File: config.mk
export PLATFORM = sky130hd
export DESIGN_NAME = fifo_wr_arbiter_rr
export DESIGN_NICKNAME = d
export VERILOG_FILES = /design/src/rtl/fifo_wr_arbiter_rr.sv
export SDC_FILE = /design/constraint.sdc
export NUM_CORES = 1
export LEC_CHECK = 0
export CAP_MARGIN = 25
export CORE_AREA = 8 8 144 146
export CTS_CLUSTER_DIAMETER = 50
export DETAILED_ROUTE_END_ITERATION = 12
export DIE_AREA = 0 0 152 154
export DONT_BUFFER_PORTS = 1
export PLACE_DENSITY = 0.34
export SETUP_SLACK_MARGIN = 0.15
export SYNTH_ARGS = -nofsm -noshare
export SYNTH_HDL_FRONTEND = slang
export SYNTH_SLANG_ARGS = --single-unit
File: constraint.sdc
create_clock -name i_clk -period 2.56 [get_ports i_clk]
set_input_delay 0 -clock i_clk [delete_from_list [all_inputs] [get_ports i_clk]]
set_output_delay 0 -clock i_clk [all_outputs]
set_load 0.005 [all_outputs]
File: src/rtl/fifo_wr_arbiter_rr.sv
// fifo_wr_arbiter_rr: round-robin arbiter sharing one FIFO write port among
// g_N valid/ready requesters, with optional packet locking and beat limit.
//
// Optional feature macro: FIFO_WR_ARB_PKT_LOCK_EN
//   defined   -> multi-beat packets hold the grant until their last beat,
//                bounded by g_MAX_BEATS (force-release pulses o_ovf_err)
//   undefined -> grants rotate after every accepted beat
//
// Ports:
//   i_clk, i_arst        clock, async active-high reset
//   i_req_vld/dat/last   per-requester beat (data packed k*g_W)
//   o_req_rdy            per-requester accept
//   o_wena/wdat/wlast    FIFO write port; o_wsrc = written requester index
//   i_full               FIFO full backpressure
//   o_gnt                one-hot current winner (0 if none)
//   o_lock, o_ovf_err    registered lock status / force-release pulse
module fifo_wr_arbiter_rr #(
    parameter int g_N         = 4,
    parameter int g_W         = 72,
    parameter int g_MAX_BEATS = 64
) (
    input  logic                   i_clk,
    input  logic                   i_arst,
    input  logic [g_N-1:0]         i_req_vld,
    input  logic [g_N*g_W-1:0]     i_req_dat,
    input  logic [g_N-1:0]         i_req_last,
    output logic [g_N-1:0]         o_req_rdy,
    output logic                   o_wena,
    output logic [g_W-1:0]         o_wdat,
    output logic                   o_wlast,
    output logic [$clog2(g_N)-1:0] o_wsrc,
    input  logic                   i_full,
    output logic [g_N-1:0]         o_gnt,
    output logic                   o_lock,
    output logic                   o_ovf_err
);

    localparam int IW = $clog2(g_N);

    logic [IW-1:0] rr_ptr;
    logic [IW-1:0] rr_ptr_nxt;
    logic          found;
    logic [IW-1:0] win;
    logic          acc;

`ifdef FIFO_WR_ARB_PKT_LOCK_EN
    logic          lock;
    logic          lock_nxt;
    logic [IW-1:0] lock_idx;
    logic [IW-1:0] lock_idx_nxt;
    logic [15:0]   beat_cnt;
    logic [15:0]   beat_cnt_nxt;
    logic          ovf;
    logic          ovf_nxt;
    logic          at_limit;
`endif

    // (base + off) mod g_N for off in 1..g_N
    function automatic logic [IW-1:0] rr_idx(
        input logic [IW-1:0] base,
        input int            off
    );
        int s;
        s = int'(base) + off;
        if (s >= g_N) s = s - g_N;
        return IW'(s);
    endfunction

    // Winner selection: the lock owner if locked, else first valid
    // requester after the last one served.
    always_comb begin
        found = 1'b0;
        win   = '0;
        for (int i = 1; i <= g_N; i++) begin
            if (!found && i_req_vld[rr_idx(rr_ptr, i)]) begin
                found = 1'b1;
                win   = rr_idx(rr_ptr, i);
            end
        end
`ifdef FIFO_WR_ARB_PKT_LOCK_EN
        if (lock) begin
            found = 1'b1;
            win   = lock_idx;
        end
`endif
    end

    assign acc = found & i_req_vld[win] & ~i_full & ~i_arst;

    // State register
    always_ff @(posedge i_clk or posedge i_arst) begin
        if (i_arst) begin
            rr_ptr   <= IW'(g_N - 1);
`ifdef FIFO_WR_ARB_PKT_LOCK_EN
            lock     <= 1'b0;
            lock_idx <= '0;
            beat_cnt <= '0;
            ovf      <= 1'b0;
`endif
        end else begin
            rr_ptr   <= rr_ptr_nxt;
`ifdef FIFO_WR_ARB_PKT_LOCK_EN
            lock     <= lock_nxt;
            lock_idx <= lock_idx_nxt;
            beat_cnt <= beat_cnt_nxt;
            ovf      <= ovf_nxt;
`endif
        end
    end

    // Next-state logic
`ifdef FIFO_WR_ARB_PKT_LOCK_EN
    assign at_limit = ({1'b0, beat_cnt} + 17'd1) == 17'(g_MAX_BEATS);

    always_comb begin
        rr_ptr_nxt   = rr_ptr;
        lock_nxt     = lock;
        lock_idx_nxt = lock_idx;
        beat_cnt_nxt = beat_cnt;
        ovf_nxt      = 1'b0;
        if (acc) begin
            if (i_req_last[win] || at_limit) begin
                // End of packet, or beat limit reached: release and let
                // the rest of an over-long packet re-arbitrate.
                lock_nxt     = 1'b0;
                rr_ptr_nxt   = win;
                beat_cnt_nxt = '0;
                ovf_nxt      = ~i_req_last[win];
            end else begin
                lock_nxt     = 1'b1;
                lock_idx_nxt = win;
                beat_cnt_nxt = beat_cnt + 16'd1;
            end
        end
    end
`else
    always_comb begin
        rr_ptr_nxt = rr_ptr;
        if (acc) rr_ptr_nxt = win;
    end
`endif

    // Output logic; everything on the write side is zero during reset
    always_comb begin
        o_wena    = acc;
        o_req_rdy = '0;
        o_gnt     = '0;
        o_wdat    = '0;
        o_wlast   = 1'b0;
        o_wsrc    = '0;
        if (acc) o_req_rdy[win] = 1'b1;
        if (found && !i_arst) begin
            o_gnt[win] = 1'b1;
            o_wdat     = i_req_dat[int'(win)*g_W +: g_W];
            o_wlast    = i_req_last[win];
            o_wsrc     = win;
        end
    end

`ifdef FIFO_WR_ARB_PKT_LOCK_EN
    assign o_lock    = lock;
    assign o_ovf_err = ovf;
`else
    assign o_lock    = 1'b0;
    assign o_ovf_err = 1'b0;
`endif

endmodule

Word-level counts from Yosys, hierarchy flattened --
Index checks and enable logic that the tools add are counted.
Storage, ports and cells: flip-flop bits (word level) 2, bits of input ports 299, word-level logic and storage cells 66
Cells by class: add/sub/neg operators 8, multipliers 1, order comparisons 10, shifts and indexed selects 1, multiplexer cells 31, bitwise gates (word level) 5, reduce and logical (&&, ||, !) cells 9
Operator list (count):
- 288-bit by 10-bit variable part select with 72-bit output | 1
- 72-bit two-way mux | 1
- 2-bit two-way mux | 9
- 2-bit by 3-bit < comparator with 1-bit output (second input constant) | 5
- 1-bit binary-select mux with 2-bit select | 6
- 1-bit two-way mux | 12
- 3-bit greater-or-equal comparator (second input constant) | 3
- 4-bit two-way mux | 2
- 2-bit by 1-bit subtractor with 2-bit output (second input constant) | 4
- 2-bit by 2-bit adder with 3-bit output (second input constant) | 2
- 2-bit by 4-bit multiplier with 6-bit output (second input constant) | 1
- 1-bit logical AND | 5
- 2-bit by 3-bit adder with 4-bit output (second input constant) | 1
- 4-bit by 3-bit greater-or-equal comparator with 1-bit output (second input constant) | 1
- 1-bit logical NOT | 4
- 2-bit by 1-bit adder with 3-bit output (second input constant) | 1
- 1-bit AND | 3
- 1-bit demux with 2-bit select | 1
- 2-bit by 1-bit greater-or-equal comparator with 1-bit output (second input constant) | 1
- 1-bit inverter | 2

Longest topological paths before layout --
depth in word-level cells 21, depth in mapped cells 8, depth with buffers taken out 5

Worst setup path before layout --
OpenSTA, ideal clock, no wires.
path kind reg-to-output, start register rr_ptr[0], end output port o_wdat[65], data arrival time 1.731 ns, data required time 2.560 ns, slack 0.829 ns, stages on the path, launching flop included 9, buffers on the path 3, cell sequence dfstp_2 -> inv_2 -> a22o_1 -> a211oi_2 -> buf_4 -> buf_12 -> buf_6 -> mux2i_1 -> o22ai_1
On the way: word-level cells in the longest chain between the ends 18, elaborated cells on any way between the ends 42
RTL lines:
- start, declared | RTL line 40 | logic [IW-1:0] rr_ptr;
- start signal, assigned | RTL line 93 | rr_ptr <= IW'(g_N - 1);
- start signal, assigned | RTL line 101 | rr_ptr <= rr_ptr_nxt;
- 2-bit by 1-bit adder with 3-bit output | RTL line 64 | s = int'(base) + off;
- 3-bit greater-or-equal comparator or 2-bit by 1-bit subtractor with 2-bit output (tied branches) | RTL line 65 | if (s >= g_N) s = s - g_N;
- 2-bit two-way mux | RTL line 65
- 1-bit binary-select mux with 2-bit select | RTL line 75 | if (!found && i_req_vld[rr_idx(rr_ptr, i)]) begin
- 1-bit two-way mux (not written as such) | RTL line 75
- 1-bit two-way mux | RTL line 75
- 1-bit logical NOT | RTL line 75
- 1-bit logical AND | RTL line 75
- [... 2 more ...]
- 1-bit logical AND | RTL line 75
- 1-bit two-way mux | RTL line 75
- 1-bit logical NOT | RTL line 75
- 1-bit logical AND | RTL line 75
- 2-bit two-way mux | RTL line 75
- 2-bit by 4-bit multiplier with 6-bit output | RTL line 154 | o_wdat = i_req_dat[int'(win)*g_W +: g_W];
- 288-bit by 10-bit variable part select with 72-bit output | RTL line 154
- 72-bit two-way mux (*) | RTL line 152 | if (found && !i_arst) begin
- end, declared | RTL line 29 | output logic [g_W-1:0] o_wdat,
Mark *: on every way between the ends. The rest lies on a longest branch, timed or not. The select of a mux whose other input is x is not followed.

Final worst setup path --
start register rr_ptr[0], end output port o_wdat[8]
The elaborated chain is that of the path after synthesis.

==> run_results.csv <==
group,metric,value,unit
detailed_routing,ant_nets,0,
global_route,grt_pass1_wl,17050,um
timing,finClkSkew,0.001299,ns
critical_path,crit_path_max_incr_delay,0.54,ns
timing,relSlewSlack,64.37,%
timing,tightest_slew,0.5299,ns
logic_synthesis,yosysMostFrequentCell,"mux2i_1",
timing,maxSlewViolCount,0,
placed_design,detailed_place_hpwl,10580,um
final_layout,drive_gt1_share,7.194,%
detailed_routing,vias,2551,
global_route,grt_use_met2,18.37,%
cts,cts.clk_slew.worst_paths,0.03,ns
detailed_routing,first_pass_iters,4,
floorplan,die_w,152,um
final_layout,reg_top3,"rr_ptr: 2 flops",
timing,period_share,88.57,%
logic_synthesis,yosys-top-cells-area,"mux2i_1, o22ai_1, buf_12",
placed_design,numPortBuffers,0,
final_layout,diodes,0,
power_and_ir_drop,powerDensity,572.3,mW/mm2
global_route,grt_max_degree,77,
power_and_ir_drop,ir_worst_vdd,0.1894,mV
timing,final-hold-violation-count,0,
global_route,gr-usage-met3,3.139,%
worst_hold_path,hold_class,"in -> reg",
logic_synthesis,ys_types,26,
critical_path,start_kind,"flip-flop",
critical_path,critPathSlowestCell,"dfstp_2",
global_route,antenna_found_initial,0,
power_and_ir_drop,p_leak,1.250,nW
logic_synthesis,syn_area,0.002505,mm2
detailed_routing,post-route-drc-count,0,
timing,setup_viol,0,
global_route,top_usage_layer,"met2",
critical_path,cp.required,2.56,ns
cts,cts_max_level,1,
logic_synthesis,ys_seq_area_share,2.098,%
timing,setup-tns-final,0,ns
logic_synthesis,synth-seq-cells,2,
detailed_routing,routed_wl,12490,um
timing,rsz0062_at_grt,"no",
critical_path,end_kind,"output pin",
floorplan,die-area,0.02341,mm2
final_layout,final_util,14.68,%
final_layout,largest_reg_flops,2,
floorplan,row_count,50,
logic_synthesis,synth-main-ff-cell,"dfstp_2",
critical_path,worstPathMaxFanout,38,
logic_synthesis,netlist_instances,297,
detailed_routing,drt-initial-drc-count,115,
logic_synthesis,synth_top_area_cell,"mux2i_1",
detailed_routing,wl_per_cell,24.40,um
global_route,grt_pass1_vias,2802,
placed_design,gp_congestion,0.7782,
logic_synthesis,yosysWarnings,0,
floorplan,io_pins,385,
cts,insertion_delay,0.22,ns
global_route,grt_util_met1,8.097,%
floorplan,die_h,154,um
cts,root_buffer,"clkbuf_16",
cts,numClockSinks,2,
cts,clockBufferDepth,2,
critical_path,cp.arrival,2.27,ns
logic_synthesis,synth_top_area_share,58.34,%
global_route,overflow,0,
final_layout,top_register,"rr_ptr",
timing,fmax,441.0,MHz
logic_synthesis,synth_commonest_cells,"mux2i_1, o22ai_1, nor2_1",
run_status,outcome,"completed",
critical_path,worstSetupPathType,"reg -> out",
global_route,track_usage,8.813,%
cts,cts_tree,"yes",
final_layout,area_growth,8.192,%
run,maxCapViolations,0,
timing,layout_min_cycle_time,2.267,ns
floorplan,start_util,13.57,%
logic_synthesis,synth.avg_cell_area,8.434,um2
logic_synthesis,async_flop_share,100.0,%
critical_path,path_cells,"inv_2 -> a22o_1 -> a211oi_4 -> buf_12 -> buf_6 -> mux2i_1 -> o22ai_1",
floorplan,fp.coreArea,0.01846,mm2
final_layout,fill_cells,2093,
cts,cts_buffers,3,
final_layout,nNetsFinal,579,
logic_synthesis,synth_edf_count,0,
detailed_routing,vias_per_cell,4.982,
-- per-stage QoR --
stage          instance area (um2)  hold slack (ns)  power [mW]  instances  setup WS (ns)
2_1_floorplan                 2509         -0.08850       1.231        298         0.8286
3_3_place_gp                  2562         -0.06490       1.228        504         0.4340
3_5_place_dp                  2562         -0.07591       1.251        504         0.4088
4_1_cts                       2658          0.02784       1.495        509         0.1647
5_1_grt                       2710          0.04937       1.644        512         0.2248
6_report                      2710          0.03869       1.551        512         0.2926
-- critical path: cells and delay by family (launching register included) --
family                 cells  cell delay, ns
AOI/OAI and AO/OA          3            0.62
buffers and inverters      3            0.59
DFF                        1            0.54
muxes                      1            0.28
-- layout by cell type, fill, tap and decap left out, types with 2 or more instances in the layout --
cell / count
mux2i_1: 146
o22ai_1: 74
nor2_1: 11
a21oi_1: 6
clkbuf_16: 5
buf_4: 5
a21o_1: 3
nand2_1: 3
inv_1: 3
inv_2: 2
nand2b_1: 2
nand2_2: 2
conb_1: 2
buf_6: 2
dlygate4sd3_1: 2
dfstp_2: 2
-- power breakdown --
group          leakage, nW  switching (mW)  total [mW]  internal, mW
clock               0.0370          0.0376       0.237         0.199
sequential          0.0210          0.0124      0.0575        0.0450
combinational         1.19           0.699        1.26         0.558
-- path summary, 6_finish.rpt --
kind | from | to | slack [ns] | cells past startpoint
min in group asynchronous | i_arst | rr_ptr[0]$_DFFE_PP1P_ | 0.26 | 2
min reg2reg | rr_ptr[0]$_DFFE_PP1P_ | rr_ptr[0]$_DFFE_PP1P_ | 0.53 | 2
min | i_full | rr_ptr[0]$_DFFE_PP1P_ | 0.04 | 3
max | rr_ptr[0]$_DFFE_PP1P_ | o_wdat[8] | 0.29 | 7
max reg2reg | rr_ptr[0]$_DFFE_PP1P_ | rr_ptr[0]$_DFFE_PP1P_ | 0.72 | 6
max in group asynchronous | i_arst | rr_ptr[1]$_DFFE_PP1P_ | 2.28 | 2
-- timing repair --
| action | 4_1_cts | 5_1_grt |
|---|---|---|
| setup buffers | 0 | 1 |
| gates resized for setup | 0 | 2 |
| hold endpoints to repair | 3 | 0 |
| hold buffers | 2 | 0 |
| endpoints found under the setup margin | 0 | 9 |
-- layer usage --
| metal | share of wire, % | wire, um | vias to the layer above |
|---|---|---|---|
| met5 | 0 | 0 | - |
| met4 | 0.54 | 67 | 0 |
| met3 | 9.1 | 1136 | 8 |
| met2 | 56 | 7044 | 218 |
| met1 | 34 | 4245 | 1190 |
| li1 | - | - | 1135 |
-- layout make-up --
cell class	count	area (um2)	area share, %
timing repair buffer	12	150.1	5.540
sequential	2	52.55	1.939
tap	234	292.8	10.80
inverter	5	18.77	0.6925
multi-input combinational	256	2121	78.25
clock buffer	3	75.07	2.770
-- cells by family after synthesis --
group | share of synthesized area, %
multiplexers | 58.34
AO/OA/AOI/OAI | 21.93
buffers and inverters | 13.89
AND/OR/NAND/NOR | 3.597
flip-flops | 2.098
other | 0.1497
(Power assumes the default switching activity.)
